### config.mk
export PLATFORM = sky130hd
export DESIGN_NAME = load_store_unit
export DESIGN_NICKNAME = d
export VERILOG_FILES = /design/src/rtl/load_store_unit.sv
export SDC_FILE = /design/constraint.sdc
export NUM_CORES = 1
export LEC_CHECK = 0
export CAP_MARGIN = 10
export CORE_MARGIN = 1.5
export CORE_UTILIZATION = 35
export CTS_CLUSTER_DIAMETER = 120
export DETAILED_ROUTE_END_ITERATION = 8
export HOLD_SLACK_MARGIN = 0.15
export PLACE_DENSITY = 0.7
export SLEW_MARGIN = 20
export SYNTH_ARGS = -nofsm -noshare
export SYNTH_HDL_FRONTEND = slang
export SYNTH_SLANG_ARGS = --single-unit
### constraint.sdc
create_clock -name clk -period 3.83 [get_ports clk]
set_input_delay 0.5745 -clock clk [delete_from_list [all_inputs] [get_ports clk]]
set_output_delay 0.5745 -clock clk [all_outputs]
set_load 0.02 [all_outputs]
### src/rtl/load_store_unit.sv
// Requester side of the data memory port: word-wide read/write cycles for RISC-V loads and stores,
// with read-modify-write for sub-word stores, load lane extraction/extension and misalignment errors.
//
// state  | meaning
// -------+------------------------------------------------------------
// S_IDLE | ready for a request; no memory cycle, no response
// S_RD   | read cycle at the aligned address; read word captured at cycle end
// S_WR   | single write cycle of the merged word at the aligned address
// S_RESP | one-cycle response strobe with rdata/err
module load_store_unit #(
   parameter int ADDR_WIDTH  = 32,
   parameter bit ALIGN_CHECK = 1'b1
) (
   input  logic                  clk,
   input  logic                  rst_n,
   input  logic                  req_valid,
   output logic                  req_ready,
   input  logic                  req_we,
   input  logic [2:0]            req_funct3,
   input  logic [ADDR_WIDTH-1:0] req_addr,
   input  logic [31:0]           req_wdata,
   output logic                  resp_valid,
   output logic [31:0]           resp_rdata,
   output logic                  resp_err,
   output logic [ADDR_WIDTH-1:0] mem_addr,
   output logic [31:0]           mem_write_data,
   output logic                  mem_write_en,
   output logic                  mem_read_en,
   input  logic [31:0]           mem_read_data
);

   typedef enum logic [1:0] {S_IDLE, S_RD, S_WR, S_RESP} state_t;

   state_t                state_q, state_d;
   logic                  we_q, we_d;
   logic [2:0]            funct3_q, funct3_d;
   logic [ADDR_WIDTH-1:0] addr_q, addr_d;
   logic [15:0]           wdata_q, wdata_d;
   logic [ADDR_WIDTH-1:0] mem_addr_q, mem_addr_d;
   logic [31:0]           mem_write_data_q, mem_write_data_d;
   logic                  mem_write_en_q, mem_write_en_d;
   logic                  mem_read_en_q, mem_read_en_d;
   logic                  resp_valid_q, resp_valid_d;
   logic [31:0]           resp_rdata_q, resp_rdata_d;
   logic                  resp_err_q, resp_err_d;

   logic                  req_bad_f3;
   logic                  req_misalign;
   logic                  req_err;
   logic [ADDR_WIDTH-1:0] req_word_addr;
   logic [ADDR_WIDTH-1:0] lat_word_addr;
   logic [7:0]            rd_byte;
   logic [15:0]           rd_half;
   logic [31:0]           load_val;
   logic [31:0]           merged;

   assign req_bad_f3    = req_we ? (req_funct3[2] || (req_funct3[1:0] == 2'b11))
                                 : ((req_funct3 == 3'b011) || (req_funct3[2:1] == 2'b11));
   assign req_misalign  = ALIGN_CHECK &&
                          (((req_funct3[1:0] == 2'b01) && req_addr[0]) ||
                           ((req_funct3 == 3'b010) && (req_addr[1:0] != 2'b00)));
   assign req_err       = req_bad_f3 || req_misalign;
   assign req_word_addr = {req_addr[ADDR_WIDTH-1:2], 2'b00};
   assign lat_word_addr = {addr_q[ADDR_WIDTH-1:2], 2'b00};

   // Lane extraction and merge; with ALIGN_CHECK=0 addr[0] is simply never consulted for halves.
   always_comb begin
      rd_byte = mem_read_data[{addr_q[1:0], 3'b000} +: 8];
      rd_half = mem_read_data[{addr_q[1], 4'b0000} +: 16];
      case (funct3_q)
         3'b000:  load_val = {{24{rd_byte[7]}}, rd_byte};
         3'b100:  load_val = {24'h0, rd_byte};
         3'b001:  load_val = {{16{rd_half[15]}}, rd_half};
         3'b101:  load_val = {16'h0, rd_half};
         default: load_val = mem_read_data;
      endcase
      merged = mem_read_data;
      if (funct3_q[1:0] == 2'b00) merged[{addr_q[1:0], 3'b000} +: 8] = wdata_q[7:0];
      else                        merged[{addr_q[1], 4'b0000} +: 16] = wdata_q;
   end

   always_comb begin
      state_d          = state_q;
      we_d             = we_q;
      funct3_d         = funct3_q;
      addr_d           = addr_q;
      wdata_d          = wdata_q;
      mem_addr_d       = '0;
      mem_write_data_d = '0;
      mem_write_en_d   = 1'b0;
      mem_read_en_d    = 1'b0;
      resp_valid_d     = 1'b0;
      resp_rdata_d     = '0;
      resp_err_d       = 1'b0;
      case (state_q)
         S_IDLE: begin
            if (req_valid) begin
               we_d     = req_we;
               funct3_d = req_funct3;
               addr_d   = req_addr;
               wdata_d  = req_wdata[15:0];
               if (req_err) begin
                  state_d      = S_RESP;
                  resp_valid_d = 1'b1;
                  resp_err_d   = 1'b1;
               end else if (req_we && (req_funct3[1:0] == 2'b10)) begin
                  state_d          = S_WR;
                  mem_write_en_d   = 1'b1;
                  mem_addr_d       = req_word_addr;
                  mem_write_data_d = req_wdata;
               end else begin
                  state_d       = S_RD;
                  mem_read_en_d = 1'b1;
                  mem_addr_d    = req_word_addr;
               end
            end
         end
         S_RD: begin
            if (we_q) begin
               state_d          = S_WR;
               mem_write_en_d   = 1'b1;
               mem_addr_d       = lat_word_addr;
               mem_write_data_d = merged;
            end else begin
               state_d      = S_RESP;
               resp_valid_d = 1'b1;
               resp_rdata_d = load_val;
            end
         end
         S_WR: begin
            state_d      = S_RESP;
            resp_valid_d = 1'b1;
         end
         default: state_d = S_IDLE;
      endcase
   end

   always_ff @(posedge clk or negedge rst_n) begin
      if (!rst_n) begin
         state_q          <= S_IDLE;
         we_q             <= 1'b0;
         funct3_q         <= '0;
         addr_q           <= '0;
         wdata_q          <= '0;
         mem_addr_q       <= '0;
         mem_write_data_q <= '0;
         mem_write_en_q   <= 1'b0;
         mem_read_en_q    <= 1'b0;
         resp_valid_q     <= 1'b0;
         resp_rdata_q     <= '0;
         resp_err_q       <= 1'b0;
      end else begin
         state_q          <= state_d;
         we_q             <= we_d;
         funct3_q         <= funct3_d;
         addr_q           <= addr_d;
         wdata_q          <= wdata_d;
         mem_addr_q       <= mem_addr_d;
         mem_write_data_q <= mem_write_data_d;
         mem_write_en_q   <= mem_write_en_d;
         mem_read_en_q    <= mem_read_en_d;
         resp_valid_q     <= resp_valid_d;
         resp_rdata_q     <= resp_rdata_d;
         resp_err_q       <= resp_err_d;
      end
   end

   assign req_ready      = (state_q == S_IDLE);
   assign mem_addr       = mem_addr_q;
   assign mem_write_data = mem_write_data_q;
   assign mem_write_en   = mem_write_en_q;
   assign mem_read_en    = mem_read_en_q;
   assign resp_valid     = resp_valid_q;
   assign resp_rdata     = resp_rdata_q;
   assign resp_err       = resp_err_q;

endmodule

Word-level counts from Yosys, hierarchy flattened
Index checks and enable logic that the tools add are counted.

cells by class
  equal/unequal tests = 12
  add/sub/neg operators = 2
  reduce and logical (&&, ||, !) cells = 12
  multiply operators = 0
  divide/modulo/power cells = 0
  $lt $le $gt $ge = 0
  bitwise logic cells = 0
  shifts and indexed selects = 6
  muxes and demuxes = 35

operators with widths
  cell                                                                     number
  32-bit two-way mux                                                       10
  32-bit case mux with 2 select lines                                      2
  32-bit case mux with 4 select lines                                      1
  32-bit bitwise mux                                                       2
  16-bit by 7-bit variable shift with 32-bit output, first input constant  1
  8-bit by 7-bit variable shift with 32-bit output, first input constant   1
  16-bit by 7-bit indexed part select with 32-bit output                   1
  32-bit by 6-bit indexed part select with 16-bit output                   1
  32-bit by 6-bit indexed part select with 8-bit output                    1
  8-bit by 7-bit indexed part select with 32-bit output                    1
  1-bit two-way mux                                                        14
  5-bit negation with 7-bit output                                         2
  2-bit == test, second input constant                                     4
  3-bit by 2-bit == test with 1-bit output, second input constant          2
  3-bit == test, second input constant                                     2
  2-bit two-way mux                                                        3
  2-bit case mux with 3 select lines                                       1
  2-bit by 1-bit == test with 1-bit output, second input constant          2
  2-bit logical NOT                                                        2
  1-bit logical OR                                                         4
  3-bit by 1-bit == test with 1-bit output, second input constant          1
  1-bit logical AND                                                        3
  3-bit logical NOT                                                        1
  1-bit case mux with 3 select lines                                       1
  4 further kinds                                                          4

word-level totals
  bits in latches = 0
  bits in writable memories = 0
  bits in registers = 154
  memory bits (read-only) = 0
  memories = 0
  logic and storage cells = 79

Depth between registers and ports, before layout
  depth in word-level cells = 7
  mapped depth = 8

Worst setup path before layout
Ideal clock, no wire load.

  kind = reg2reg
  from = register addr_q[1]
  to = register mem_write_data_q[16], in the netlist mem_write_data[16]
  library setup time = 126 ps
  cell stages (with the launch flop) = 8
  buffers on the path = 2
  path slack = 1,870 ps
  arrival time = 1,834 ps
  cells stage by stage = dfrtp_1 -> buf_4 -> buf_4 -> inv_1 -> ha_1 -> nor2b_1 -> a32o_1 -> a221o_1

on the way
  cells in the longest elaborated chain, start to end = 6

RTL lines
  element                                                                         line    text
  start, declared                                                                 37      logic [ADDR_WIDTH-1:0] addr_q, addr_d;
  start signal, assigned                                                          156     addr_q <= addr_d;
  5-bit negation with 7-bit output (on tied branches)                             79, 78
  16-bit by 7-bit indexed part select with 32-bit output (tied with other cells)  79      else merged[{addr_q[1], 4'b0000} +: 16] = wdata_q;
  32-bit bitwise mux (on tied branches)                                           79, 78
  32-bit two-way mux *                                                            78      if (funct3_q[1:0] == 2'b00) merged[{addr_q[1:0], 3'b000} +: 8] = wdata_q[7:0];
  32-bit two-way mux *                                                            119     if (we_q) begin
  32-bit case mux with 2 select lines *                                           95      case (state_q)
  net mem_write_data_d[16]                                                        40      logic [31:0] mem_write_data_q, mem_write_data_d;
  end signal, assigned                                                            159     mem_write_data_q <= mem_write_data_d;
  end, declared                                                                   40

The timed path passes the listed nets; every way through them passes the cells marked *.
A chain may end at the register's enable or synchronous reset.

Worst setup path in the final report
  from = register state_q[0]
  to = output req_ready

on the way
  cells in the longest elaborated chain, start to end = 1

RTL lines
  element                 line  text
  start, declared         34    state_t state_q, state_d;
  start signal, assigned  153   state_q <= state_d;
  2-bit logical NOT       168   assign req_ready = (state_q == S_IDLE);
  end, declared           17    output logic req_ready,

No other way between the ends.

==> reports/qor.tcl <==
set qor(status) {finished, final reports clean}
set qor(synth_xor_xnor_area_share_pct) 0
set qor(reg2reg_setup_slack_ns) 1.40
set qor(multiplexer_share_of_the_synthesized_area_pct) 5.76
set qor(cp_data_required_time_ns) 3.26
set qor(synth_fa_ha_area_share_pct) 1.61
set qor(synth_area_leaders) {dfrtp_1 54%, nand2_1 8.5%, a32o_1 4.4%}
set qor(post_layout_nonfiller_instances) 1130
set qor(yosysSeqAreaShare_pct) 54.4
set qor(ff2ff_path_depth) 3
set qor(synth-compound-area-share_pct) 17.7
set qor(synth_top_cell_by_area) {dfrtp_1}
set qor(leakage_nw) 4.25
set qor(post_route_cells_drive_above_1_share_pct) 9.60
set qor(drtIter0Drc) 462
set qor(post_synth_instance_area_um2) 6990
set qor(clockRootBuffer) {clkbuf_16}
set qor(die_w_um) 144
set qor(syn2layout_area_growth_pct) 40.2
set qor(total_wire_length_after_detailed_routing_um) 21500
set qor(synthFlopType) {dfrtp_1}
set qor(buffer_ports.inserted) 201
set qor(drc) 0
set qor(clk-insertion-delay-late_ns) 0.42
set qor(setup.worst_path.end) {req_ready}
set qor(place_inst) 1098
set qor(initial_utilization_pct) 35.8
set qor(cts_buffers) 17
set qor(yosys-top-cells-count) {158 x nand2_1, 152 x dfrtp_1, 55 x o21ai_0}
set qor(postSynthCellCount) 673
set qor(startpoint) {state_q[0]}
set qor(placement.cell_area_um2) 9170
set qor(criticalPathCategory) {reg2out}
set qor(finalClockSkew_ns) 0.00926
set qor(max_rail_drop_vdd_uv) 401
set qor(critical_path.startpoint_type) {register}
set qor(synth_largest_type_area_fraction_pct) 54.4
set qor(design.final.nets) 964
set qor(clk_pin_slew_ns) 0.06
set qor(worst_ep_arrival_time_ns) 1.86
set qor(route.vias.total) 6036
set qor(worst_slew_margin_rel_pct) 41.5
set qor(post-dp-hpwl_um) 15400
set qor(timing.fmax_mhz) 411
set qor(grt_util_all_layers_pct) 21.3
set qor(synth_top_family_by_area) {compound AO/OA/AOI/OAI gates}
set qor(synth_warnings) 0
set qor(seqCellArea_um2) 3800
set qor(wl_per_cell_um) 19.1
set qor(rows) 51
set qor(cts_resized) 0
set qor(crit-reg2reg-capture) {resp_rdata[9]}
set qor(ys_ff_latch) 152
set qor(max_cap_viol_count) 0
set qor(tritoncts_num_sinks) 152
set qor(cts.path.max_buffers) 2
set qor(grt_setup_unrepaired) {false}
set qor(dr.pass1.iters) 7
set qor(synth_edf_count) 0
set qor(tritoncts_clock_tree) {yes}
set qor(ys_async_sr_fraction_pct) 100
set qor(filler_cell_count) 1824
set qor(holdBufCountCts) 0
set qor(worst_slack_ns) 1.39
set qor(synth_simple_gate_area_share_pct) 15.5
set qor(grt_max_degree) 94
set qor(floorplan.core_area_um2) 19500
set qor(final-setup-viol-count) 0
set qor(place_worst_setup_slack_ns) 1.14
set qor(final_area_um2) 9810
set qor(grt_overflow) 0
set qor(final_period_minus_worst_setup_slack_ns) 2.44
set qor(via_per_inst) 5.34
set qor(post-route-period-util_pct) 63.6
set qor(antennaDiodeCount) 0
set qor(ys_types) 54
set qor(avgSynthCellArea_um2) 10.4
set qor(io-pin-count) 204
set qor(setup.worst_path.end_class) {output pin}
set qor(die_h_um) 144
set qor(grt_antenna_before_repair) 1
set qor(multiInputGateArea_um2) 2850
set qor(drtAntennaViolNets) 0
set qor(final-hold-violation-count) 0
set qor(placer_congestion_estimate) 0.904
set qor(rr_startpoint) {funct3_q[1]}
set qor(tightestPinTransition_ns) 0.871
set qor(grt_pass1_wl_um) 33000
set qor(setup_total_negative_slack_ns) 0
set qor(yosysMostFrequentCell) {nand2_1}
set qor(power_mw) 7.05
set qor(number_of_global_route_vias_before_repair) 5942
set qor(dieArea_um2) 20800
set qor(power.density_nw_per_um2) 719
set qor(hp-class) {in2async}
set qor(report.final.slew_viol_count) 0
set qor(cts.repair_timing.setup_buffer_count) 0
set qor(clock_h_tree_levels) 4
set qor(path_max_fanout) 6
==> flip-flops by register name, summed over array words and instances, names as in the netlist <==
name and flops:
addr_q 32, funct3_q 3, mem_addr 30, mem_read_en 1, mem_write_data 32, mem_write_en 1, resp_err 1, resp_rdata 32
resp_valid 1, state_q 2, wdata_q 16, we_q 1
==> power by group <==
part | total, mW | leakage (nW) | switching, mW | internal [mW]
clock network | 1.81 | 0.303 | 0.664 | 1.15
registers | 2.50 | 2.02 | 0.398 | 2.11
logic | 2.74 | 1.93 | 1.57 | 1.17
==> through the flow <==
| stage | utilization [%] | hold slack, ns |
|---|---|---|
| 2_1_floorplan | - | 0.279 |
| 3_3_place_gp | 47.0 | 0.458 |
| 3_5_place_dp | 47.0 | 0.464 |
| 4_1_cts | 50.2 | 0.262 |
| 5_1_grt | 50.2 | 0.299 |
| 6_report | 50.2 | 0.242 |
==> area by class of cell <==
class	instances	area share, %
Sequential cell	152	38.8
Multi-Input combinational cell	448	29.0
Timing Repair Buffer	215	21.6
Clock buffer	22	4.83
Tap cell	265	3.38
Clock inverter	10	1.68
Inverter	18	0.689
==> how the worst min path moves through the flow <==
stage	start	slack [ns]	cells past startpoint	end
floorplan	rst_n	0.28	0	addr_q[0]
global placement	addr_q[26]	0.46	2	addr_q[26]
detailed placement	addr_q[14]	0.46	2	addr_q[14]
CTS	rst_n	0.26	1	wdata_q[5]
global route	rst_n	0.30	1	resp_rdata[3]
finish	rst_n	0.24	1	resp_rdata[3]
==> critical path, stage by stage (launching register included) <==
cell and delay [ns]:
dfrtp_1 0.41, inv_1 0.10, ha_1 0.28, clkdlybuf4s50_1 0.65
==> cells in the final DEF (no fill, tap or decap), types with 3 or more instances in the layout <==
| master | instances |
|---|---|
| clkbuf_8 | 3 |
| nor2_1 | 13 |
| and2_1 | 3 |
| o221ai_1 | 8 |
| nand3_1 | 17 |
| mux2_2 | 19 |
| clkinvlp_4 | 3 |
| a32o_1 | 31 |
| dfrtp_1 | 152 |
| nor3_1 | 12 |
| a221o_1 | 9 |
| nand4_1 | 8 |
| mux2i_1 | 13 |
| buf_4 | 14 |
| ha_1 | 9 |
| a2111oi_0 | 7 |
| clkbuf_16 | 17 |
| clkdlybuf4s50_1 | 200 |
| inv_1 | 18 |
| o21ai_0 | 55 |
| nand2b_1 | 3 |
| nor2b_1 | 10 |
| nand2_1 | 158 |
| o221a_2 | 6 |
| o22ai_1 | 15 |
| a221oi_1 | 17 |
| bufinv_16 | 4 |
==> per-layer routing <==
layer,up-vias,GRT usage (%),wire length (µm)
li1,2785,-,-
met1,2916,26.9,8880
met2,293,32.8,9700
met3,40,7.22,2160
met4,2,10.0,792
met5,-,0,17
==> cell families (layout without fill, tap and decap cells) <==
family,count (synthesis),after routing
simple gates,240,240
compound gates,162,162
flops,152,152
buf+inv,74,265
mux,35,35
fa+ha+maj,9,9
other cells,1,2
(Power assumes the default switching activity.)
